$ cat src/rtl/aes_pkg.sv
// rtl/aes_pkg.sv - shared types and helpers for the AES block-chaining controller
package aes_pkg;

   typedef logic [127:0] aes_block_t;

   typedef enum logic [1:0] {
      MODE_ECB = 2'd0,
      MODE_CBC = 2'd1,
      MODE_CTR = 2'd2
   } aes_mode_e;

   typedef enum logic [1:0] {
      IDLE    = 2'd0,
      WAIT_IN = 2'd1,
      RUN     = 2'd2,
      GAP     = 2'd3
   } aes_state_e;

   // Bumps only the low ctr_w bits so the counter wraps without carrying into the nonce.
   function automatic aes_block_t ctr_inc(input aes_block_t blk, input int ctr_w);
      aes_block_t mask;
      mask = (ctr_w >= 128) ? '1 : ((aes_block_t'(1) << ctr_w) - aes_block_t'(1));
      return (blk & ~mask) | ((blk + aes_block_t'(1)) & mask);
   endfunction

endpackage

$ cat src/rtl/aes_out_fifo.sv
// rtl/aes_out_fifo.sv - output FIFO holding ciphertext blocks with their last flags
module aes_out_fifo #(
   parameter int DEPTH = 4,
   parameter int WIDTH = 129,
   parameter int CNT_W = $clog2(DEPTH + 1)
) (
   input  logic             clk,
   input  logic             rst_n,
   input  logic             flush,
   input  logic             push,
   input  logic [WIDTH-1:0] push_data,
   input  logic             pop,
   output logic [WIDTH-1:0] head_data,
   output logic [CNT_W-1:0] count
);

   localparam int PTR_W = $clog2(DEPTH);

   logic [WIDTH-1:0] mem [DEPTH];
   logic [PTR_W-1:0] wr_ptr;
   logic [PTR_W-1:0] rd_ptr;
   logic             do_pop;
   logic             do_push;

   function automatic logic [PTR_W-1:0] ptr_next(input logic [PTR_W-1:0] p);
      return (p == PTR_W'(DEPTH - 1)) ? '0 : p + PTR_W'(1);
   endfunction

   // A pop frees the slot a simultaneous push needs, so full-with-pop still writes.
   assign do_pop    = pop && (count != '0);
   assign do_push   = push && ((count != CNT_W'(DEPTH)) || do_pop);
   assign head_data = mem[rd_ptr];

   always_ff @(posedge clk or negedge rst_n) begin
      if (!rst_n) begin
         wr_ptr <= '0;
         rd_ptr <= '0;
         count  <= '0;
         for (int i = 0; i < DEPTH; i++) begin
            mem[i] <= '0;
         end
      end else if (flush) begin
         wr_ptr <= '0;
         rd_ptr <= '0;
         count  <= '0;
      end else begin
         if (do_push) begin
            mem[wr_ptr] <= push_data;
            wr_ptr      <= ptr_next(wr_ptr);
         end
         if (do_pop) begin
            rd_ptr <= ptr_next(rd_ptr);
         end
         count <= count + CNT_W'(do_push) - CNT_W'(do_pop);
      end
   end

endmodule

$ cat src/rtl/aes_mode_ctrl.sv
// rtl/aes_mode_ctrl.sv - ECB/CBC/CTR chaining controller in front of a single-block AES core
module aes_mode_ctrl
   import aes_pkg::*;
#(
   parameter int OUT_DEPTH = 4,
   parameter int CTR_W     = 32
) (
   input  logic         AES_clk,
   input  logic         AES_rst_n,
   input  logic         cfg_load,
   input  logic [1:0]   cfg_mode,
   input  logic [127:0] cfg_key,
   input  logic [127:0] cfg_iv,
   input  logic         abort,
   input  logic         in_valid,
   output logic         in_ready,
   input  logic [127:0] in_data,
   input  logic         in_last,
   output logic         out_valid,
   input  logic         out_ready,
   output logic [127:0] out_data,
   output logic         out_last,
   output logic         busy,
   output logic         core_en,
   output logic [127:0] core_data_in,
   output logic [127:0] core_key_in,
   input  logic [127:0] core_data_out,
   input  logic         core_data_out_valid
);

   localparam int CNT_W = $clog2(OUT_DEPTH + 1);

   aes_state_e       state_q;
   aes_state_e       state_d;
   aes_mode_e        mode_q;
   aes_block_t       key_q;
   aes_block_t       chain_q;
   aes_block_t       ctr_q;
   aes_block_t       data_q;
   aes_block_t       core_in_q;
   aes_block_t       result;
   logic             last_q;
   logic             in_ready_q;
   logic             load;
   logic             accept;
   logic             push;
   logic             pop;
   logic [CNT_W-1:0] fifo_count;
   logic [CNT_W-1:0] count_next;
   logic [128:0]     fifo_head;

   assign load   = (state_q == IDLE) && cfg_load && !abort;
   assign accept = in_valid && in_ready_q && !abort;
   assign push   = (state_q == RUN) && core_data_out_valid && !abort;
   assign pop    = out_valid && out_ready;
   assign result = (mode_q == MODE_CTR) ? (core_data_out ^ data_q) : core_data_out;

   always_ff @(posedge AES_clk or negedge AES_rst_n) begin
      if (!AES_rst_n) begin
         state_q <= IDLE;
      end else begin
         state_q <= state_d;
      end
   end

   always_comb begin
      state_d = state_q;
      if (abort) begin
         state_d = IDLE;
      end else begin
         case (state_q)
            IDLE:    if (cfg_load) state_d = WAIT_IN;
            WAIT_IN: if (accept) state_d = RUN;
            RUN:     if (core_data_out_valid) state_d = GAP;
            GAP:     state_d = last_q ? IDLE : WAIT_IN;
            default: state_d = IDLE;
         endcase
      end
   end

   // Occupancy one cycle ahead keeps in_ready registered yet reactive to pops.
   assign count_next = abort ? '0 : (fifo_count + CNT_W'(push) - CNT_W'(pop));

   always_ff @(posedge AES_clk or negedge AES_rst_n) begin
      if (!AES_rst_n) begin
         mode_q     <= MODE_ECB;
         key_q      <= '0;
         chain_q    <= '0;
         ctr_q      <= '0;
         data_q     <= '0;
         core_in_q  <= '0;
         last_q     <= 1'b0;
         in_ready_q <= 1'b0;
      end else begin
         in_ready_q <= (state_d == WAIT_IN) && (count_next < CNT_W'(OUT_DEPTH));
         if (load) begin
            mode_q  <= (cfg_mode == 2'd3) ? MODE_ECB : aes_mode_e'(cfg_mode);
            key_q   <= cfg_key;
            chain_q <= cfg_iv;
            ctr_q   <= cfg_iv;
         end
         if (accept) begin
            data_q <= in_data;
            last_q <= in_last;
            case (mode_q)
               MODE_CBC: core_in_q <= in_data ^ chain_q;
               MODE_CTR: core_in_q <= ctr_q;
               default:  core_in_q <= in_data;
            endcase
         end
         if (push) begin
            if (mode_q == MODE_CBC) chain_q <= result;
            if (mode_q == MODE_CTR) ctr_q <= ctr_inc(ctr_q, CTR_W);
         end
      end
   end

   aes_out_fifo #(
      .DEPTH (OUT_DEPTH),
      .WIDTH (129),
      .CNT_W (CNT_W)
   ) u_out_fifo (
      .clk       (AES_clk),
      .rst_n     (AES_rst_n),
      .flush     (abort),
      .push      (push),
      .push_data ({last_q, result}),
      .pop       (pop),
      .head_data (fifo_head),
      .count     (fifo_count)
   );

   assign in_ready     = in_ready_q;
   assign out_valid    = (fifo_count != '0);
   assign out_data     = fifo_head[127:0];
   assign out_last     = fifo_head[128];
   assign busy         = (state_q != IDLE);
   assign core_en      = (state_q == RUN);
   assign core_data_in = core_in_q;
   assign core_key_in  = key_q;

endmodule

$ cat config.mk
export PLATFORM = sky130hd
export DESIGN_NAME = aes_mode_ctrl
export DESIGN_NICKNAME = d
export VERILOG_FILES = /design/src/rtl/aes_pkg.sv /design/src/rtl/aes_out_fifo.sv /design/src/rtl/aes_mode_ctrl.sv
export SDC_FILE = /design/constraint.sdc
export NUM_CORES = 2
export LEC_CHECK = 0
export CORE_AREA = 4 4 352 354
export CTS_BUF_LIST = sky130_fd_sc_hd__clkbuf_2
export CTS_CLUSTER_DIAMETER = 200
export DETAILED_ROUTE_END_ITERATION = 8
export DIE_AREA = 0 0 356 358
export PLACE_DENSITY = 0.68
export SETUP_SLACK_MARGIN = 0.15
export SLEW_MARGIN = 20
export SYNTH_ARGS = -nofsm -noshare
export SYNTH_HDL_FRONTEND = slang
export SYNTH_SLANG_ARGS = --single-unit
$ cat constraint.sdc
create_clock -name AES_clk -period 5 [get_ports AES_clk]
set_clock_uncertainty 0.05 [all_clocks]
set_input_delay 0.75 -clock AES_clk [delete_from_list [all_inputs] [get_ports AES_clk]]
set_output_delay 0.75 -clock AES_clk [all_outputs]
set_load 0.03 [all_outputs]
# == After elaboration in Yosys (flattened, before gate mapping) ==
# Index checks and enable logic that the tools add are counted.
# word_totals
regBits,1169
inputBits,522
out_inout_bits,389
word_cells,91
# op_classes
n_addsub,7
n_lt_le_gt_ge,4
n_eq_ne,10
mux,29
bitwise_logic,6
n_reduce_logical,19
# op_table
operator,count
$mux 128,7
$bwmux 516,1
$mux 129,3
$bmux 129 s2,1
$demux 129 s2,1
$pmux 128 s2,1
$xor 128x128->128,2
$or 128x32->128,1
$add 32x1->32 const B,1
$mux 2,11
$eq 2x2->1 const B,6
$logic_and 1x1->1,11
$pmux 2 s4,1
$add 3x1->3,2
$eq 2x1->1 const B,3
$ge 3x3->1 const B,2
$mux 3,2
$not 2->3,2
$reduce_bool 2->1,3
$sub 3x1->3,2
$add 2x1->2 const B,2
$lt 3x1->1 const B,1
$lt 3x3->1 const B,1
$ne 3x3->1 const B,1
other kinds (7),7

# == Depth between registers and ports, before layout ==
# depth
word_depth,8
mapped_depth,10
mapped_depth_nobuf,9

# == Cells and area by module ==
# Synthesis repeated with hierarchy kept, for this count alone.
# hier_totals
cells_unflattened,4758
hier_area_um2,53227.3
# by_module_without_submodules
mod,n_inst,cells_each,area_per_inst_um2,seq_area_each_um2
aes_mode_ctrl,1,3466,30559.3,16165.5
aes_out_fifo,1,1292,22668.0,13087.6

# == Worst setup path before layout ==
# OpenSTA, ideal clock, no wires.
# synth_path
path_kind,flip-flop to output port
from,register u_out_fifo.rd_ptr[0]
to,output out_data[10]
arrival_time_ns,1.685
t_required_ns,4.200
setup_slack_ns,2.515
stages_incl_launch_ff,5
path_buffers,3
cell_sequence,dfrtp_1 > clkbuf_1 > clkbuf_1 > buf_2 > mux4_2
# synth_between
elab_chain_len,4
# synth_lines
element,line_no,rtl
"start, declared",aes_out_fifo.sv:21,logic [PTR_W-1:0] rd_ptr;
"start signal, assigned",aes_out_fifo.sv:52,rd_ptr <= ptr_next(rd_ptr);
$not 2->3 (not written as such),aes_out_fifo.sv:32,assign head_data = mem[rd_ptr];
$bmux 129 s2,aes_out_fifo.sv:32,
$mux 129 (not written as such) (2 in a row),aes_out_fifo.sv:32,
"end, declared",aes_mode_ctrl.sv:21,"output logic [127:0] out_data,"
# Every way passes these cells. The select of a mux whose other input is x is not followed.

# == Worst setup path after layout ==
# layout_path
from,register u_out_fifo.rd_ptr[0]
to,output out_data[89]
# The elaborated chain is that of the path after synthesis.

==> results summary <==
The synthesized design spends more area on one cell type than any other, namely dfrtp_1. At the pin with the least slew margin, the transition time is 1210 ps. The fmax came out at between 200 and 250 MHz. The sum of routed wire length over all layers came out at about 190000 microns. The height of the die is between 300 and 400 microns. The final-report max-slew violation count is 0. The setup TNS after final layout came out at 0 ps.

The tool flagged a number of max-cap violations equal to 0. The internal power of the cells totals roughly 19000 uW. The final period demand of the worst path came out at 4600 ps. The top cell type's share of synthesized area is 0.556.

The initial core utilization is 0.435. The total clock buffers created by CTS is 332. The first-pass detailed-route iteration total is 9.

The layout overhead on the synthesized area came out at 39.1%. In the finished design, the share of the clock period the worst path needs comes to 0.921. The switching power of the nets is ~12000 uW.

The count of filler cells inserted in the layout is 9770. In this run the power density over the cells is 419 nW/um^2. The sequential fraction of the synthesis area is 0.556. The sequential group share of total power is 0.411. The min-delay analysis places its worst path in the category input pin to flip-flop. The first element of the critical path is u_out_fifo.rd_ptr[0]. The worst register-to-register path begins at mode_q[0].

The predominant post-synthesis flop cell is dfrtp_1. The source-to-sink clock delay at the later pin of the worst-skew pair is ~1700 ps. The maximum buffer depth of the clock tree came out at 4.

In this run the count of I/O pins placed on the die edge is 911. The number of global-route vias before repair came out at 48.5k. After synthesis, the most frequently instantiated cells are dfrtp_1 (1169), nand2_1 (1093), a21oi_1 (660). The critical path ends at out_data[89]. The number of flops mapped to enable cells by yosys came out at 0. The cell row count came out at 128. The worst-path maximum fanout is 18. The largest net degree at the start of global routing is 171.

The worst setup slack for register-to-register paths is between 1500 and 2000 ps. The number of cells traversed by the worst register-to-register path came out at 7. In the post-synthesis netlist, the biggest area contributors are dfrtp_1 (56%), nand2_1 (7.8%), a21oi_1 (6.3%). The total global routing overflow came out at 0. The die span in x came out at 356 microns.

The checks that failed: design-rule violations. The largest stage delay on the critical path came out at roughly 650 ps. The required time at the endpoint of the critical path is 4200 ps. The number of unique standard cell types used by synthesis came out at 60. The combined area of all synthesized cells came out at 52600 sq um. In the final routed layout, each cell accounts on average for 22.5 microns. The H-tree depth reported by CTS is 5. The clock edge transition at the registers on the reported setup and hold paths came out at ~120 ps. The placeable core region came out at 121000 sq um.

The flow ran to the end, but the final reports show violations. The critical path class is flip-flop to output port. The synthesized instance count came out at slightly above 5k. The initial antenna violation count is 28. The number of nets produced by synthesis is 5574. In this run the tightest slew margin relative to its limit is 0.192. The count of routing violations after the opening detailed-route iteration is 3966. Of the cells placed in the final design, the portion with a size suffix greater than 1 is 0.129. The routability congestion estimate from global placement is 0.845. The number of nets at the end of the flow came out at between 7k and 8k. The count of buffers inserted at the top-level ports is slightly above 900. In this run the static leakage power is approximately 0.034 uW. The area of the die came out at 127000 sq um. The count of yosys warnings during synthesis is 0. The via count of the routed design is 46.8k. The aggregate global-route resource usage is 0.298. The critical path goes through buf_12, buf_6, mux4_2, clkdlybuf4s50_1. The proportion of register bits with asynchronous set or reset after synthesis is 1.00.

The hold violation count in the final report came out at 0. Across the VDD grid, the largest voltage drop is 0.242 mV. TritonCTS built the clock tree.

Of the total power, the clock network draws 0.223. The cell at the root of the clock tree is clkbuf_2. In this run the mean area of a mapped cell was ~10 sq um. The endpoint of the most critical register-to-register path is chain_q[1]. The category of the worst setup path capture point is an output port. The setup violation total in the final timing report came out at 0. The cell family contributing the most delay on the critical path is buffers and inverters.

The combinational share of power is 0.366. The arrival time at the worst endpoint is around 3800 ps. By instance count, the leading cell after synthesis is dfrtp_1. The post-detailed-route via-to-cell ratio came out at about 5.4. The power consumption came out at 30700 uW. The placed wire-length estimate after detailed placement is 123000 microns. The wire length of the first global-routing pass is 290000 microns. Among all stages on the critical path, the largest delay is contributed by clkdlybuf4s50_1. The switching share of total power is 0.383. The total of flip-flops plus latches after synthesis came out at 1169. Setup repair after global routing left no endpoint under its margin. The final routed DRC violation total came out at 1. Along the worst hold path, the cell count comes to 4. The tree built by TritonCTS fans out to 1169 sinks. The number of nets with antenna violations after detailed routing is 0. The kind of start point of the critical path is a flip-flop. The buffers plus inverters on the worst setup path came out at 3. The critical path depth is 4.
-- flip-flops by register name, summed over array words and instances, names as in the netlist --
register,flops
core_data_in,128
in_ready,1
data_q,128
u_out_fifo.mem,516
chain_q,128
last_q,1
core_key_in,128
mode_q,2
u_out_fifo.rd_ptr,2
ctr_q,128
u_out_fifo.wr_ptr,2
u_out_fifo.count,3
state_q,2
-- stage by stage --
step | instance area, sq um | cells | hold slack (ps) | util | setup slack [ps]
2_1_floorplan | 52600 | 5041 | 396 | - | 2510
3_3_place_gp | 62700 | 7299 | 407 | 0.518 | 1470
3_5_place_dp | 62700 | 7299 | 411 | 0.518 | 1380
4_1_cts | 73100 | 8602 | 0.861 | 0.604 | 140
5_1_grt | 73200 | 8626 | 90.5 | 0.604 | 168
6_report | 73200 | 8630 | 212 | 0.605 | 397
-- how the worst min path moves through the flow --
stage | from | to | slack, ps
6_report | cfg_iv[30] | ctr_q[30] | 210
2_1_floorplan | AES_rst_n | chain_q[0] | 400
3_5_place_dp | core_key_in[57] | core_key_in[57] | 410
4_1_cts | cfg_iv[46] | ctr_q[46] | 0.9
5_1_grt | cfg_iv[99] | ctr_q[99] | 90
3_3_place_gp | core_key_in[111] | core_key_in[111] | 410
-- layer usage --
layer | up-vias | wire, microns | track usage | share of wire
li1 | 21000 | - | - | -
met1 | 23000 | 74200 | 0.356 | 0.38
met2 | 2241 | 93700 | 0.487 | 0.48
met3 | 571 | 14300 | 0.0717 | 0.073
met4 | 8 | 12300 | 0.186 | 0.063
met5 | - | 46 | 0 | 0.00024
-- area by class of cell --
cell class / instances / area (sq um) / share of cell area
repair buffers: 1767 / 18000 / 0.246
multi-input cells: 3485 / 21100 / 0.288
flip-flops and latches: 1169 / 29300 / 0.400
well taps: 1625 / 2030 / 0.0278
clock buffers: 502 / 2510 / 0.0343
clock inverters: 38 / 224 / 0.00306
inverters: 16 / 60.1 / 0.000820
diodes: 28 / 70.1 / 0.000957
-- cell usage in the layout, fill, tap and decap left out, types with 9 or more instances in the layout --
master,count
a21oi_1,660
and3_1,126
mux4_2,130
clkinv_1,28
buf_12,42
o21ai_0,143
nand3_1,12
buf_4,59
clkbuf_2,502
nand2_1,1092
nand2b_1,127
clkdlybuf4s50_1,843
nor2_1,544
nand4_1,9
a222oi_1,127
diode_2,28
inv_1,16
a311oi_1,12
mux2i_1,127
dlygate4sd2_1,66
dfrtp_1,1167
mux2_2,129
nor3_1,12
xor2_1,133
and2_1,11
dlygate4sd3_1,749
a211oi_1,12
-- power by group through the flow --
stage	clock (uW)	sequential, uW	combinational (uW)
2_1_floorplan	0	13800	4770
3_3_place_gp	0	12800	10300
6_report	6850	12600	11200
5_1_grt	7540	12800	11900
3_5_place_dp	0	12800	10400
4_1_cts	7030	12600	11200
-- timing repair --
action                                 in CTS  in global routing
endpoints found under the hold margin    2334                  0
hold buffers                              750                  0
buffers inserted                           12                  0
setup endpoints to repair                 129                  0
resized for setup                          70                  0
-- cells by family after synthesis --
logic type,after synthesis,synth area share
XOR/XNOR,135,0.0225
AO/OA/AOI/OAI,985,0.109
adder cells (fa/ha/maj),11,0.00276
flip-flops,1169,0.556
multiplexers,390,0.109
AND/OR/NAND/NOR,1964,0.156
buffers and inverters,387,0.0451
-- worst reg2reg max path, stage by stage (launching register included) --
cell	delay [ps]
dfrtp_1	420
inv_1	140
ha_4	850
buf_4	530
nand2_1	110
xor2_1	510
a21oi_1	140
dlygate4sd3_1	580
Note: power is estimated with default switching activity, not from simulation.
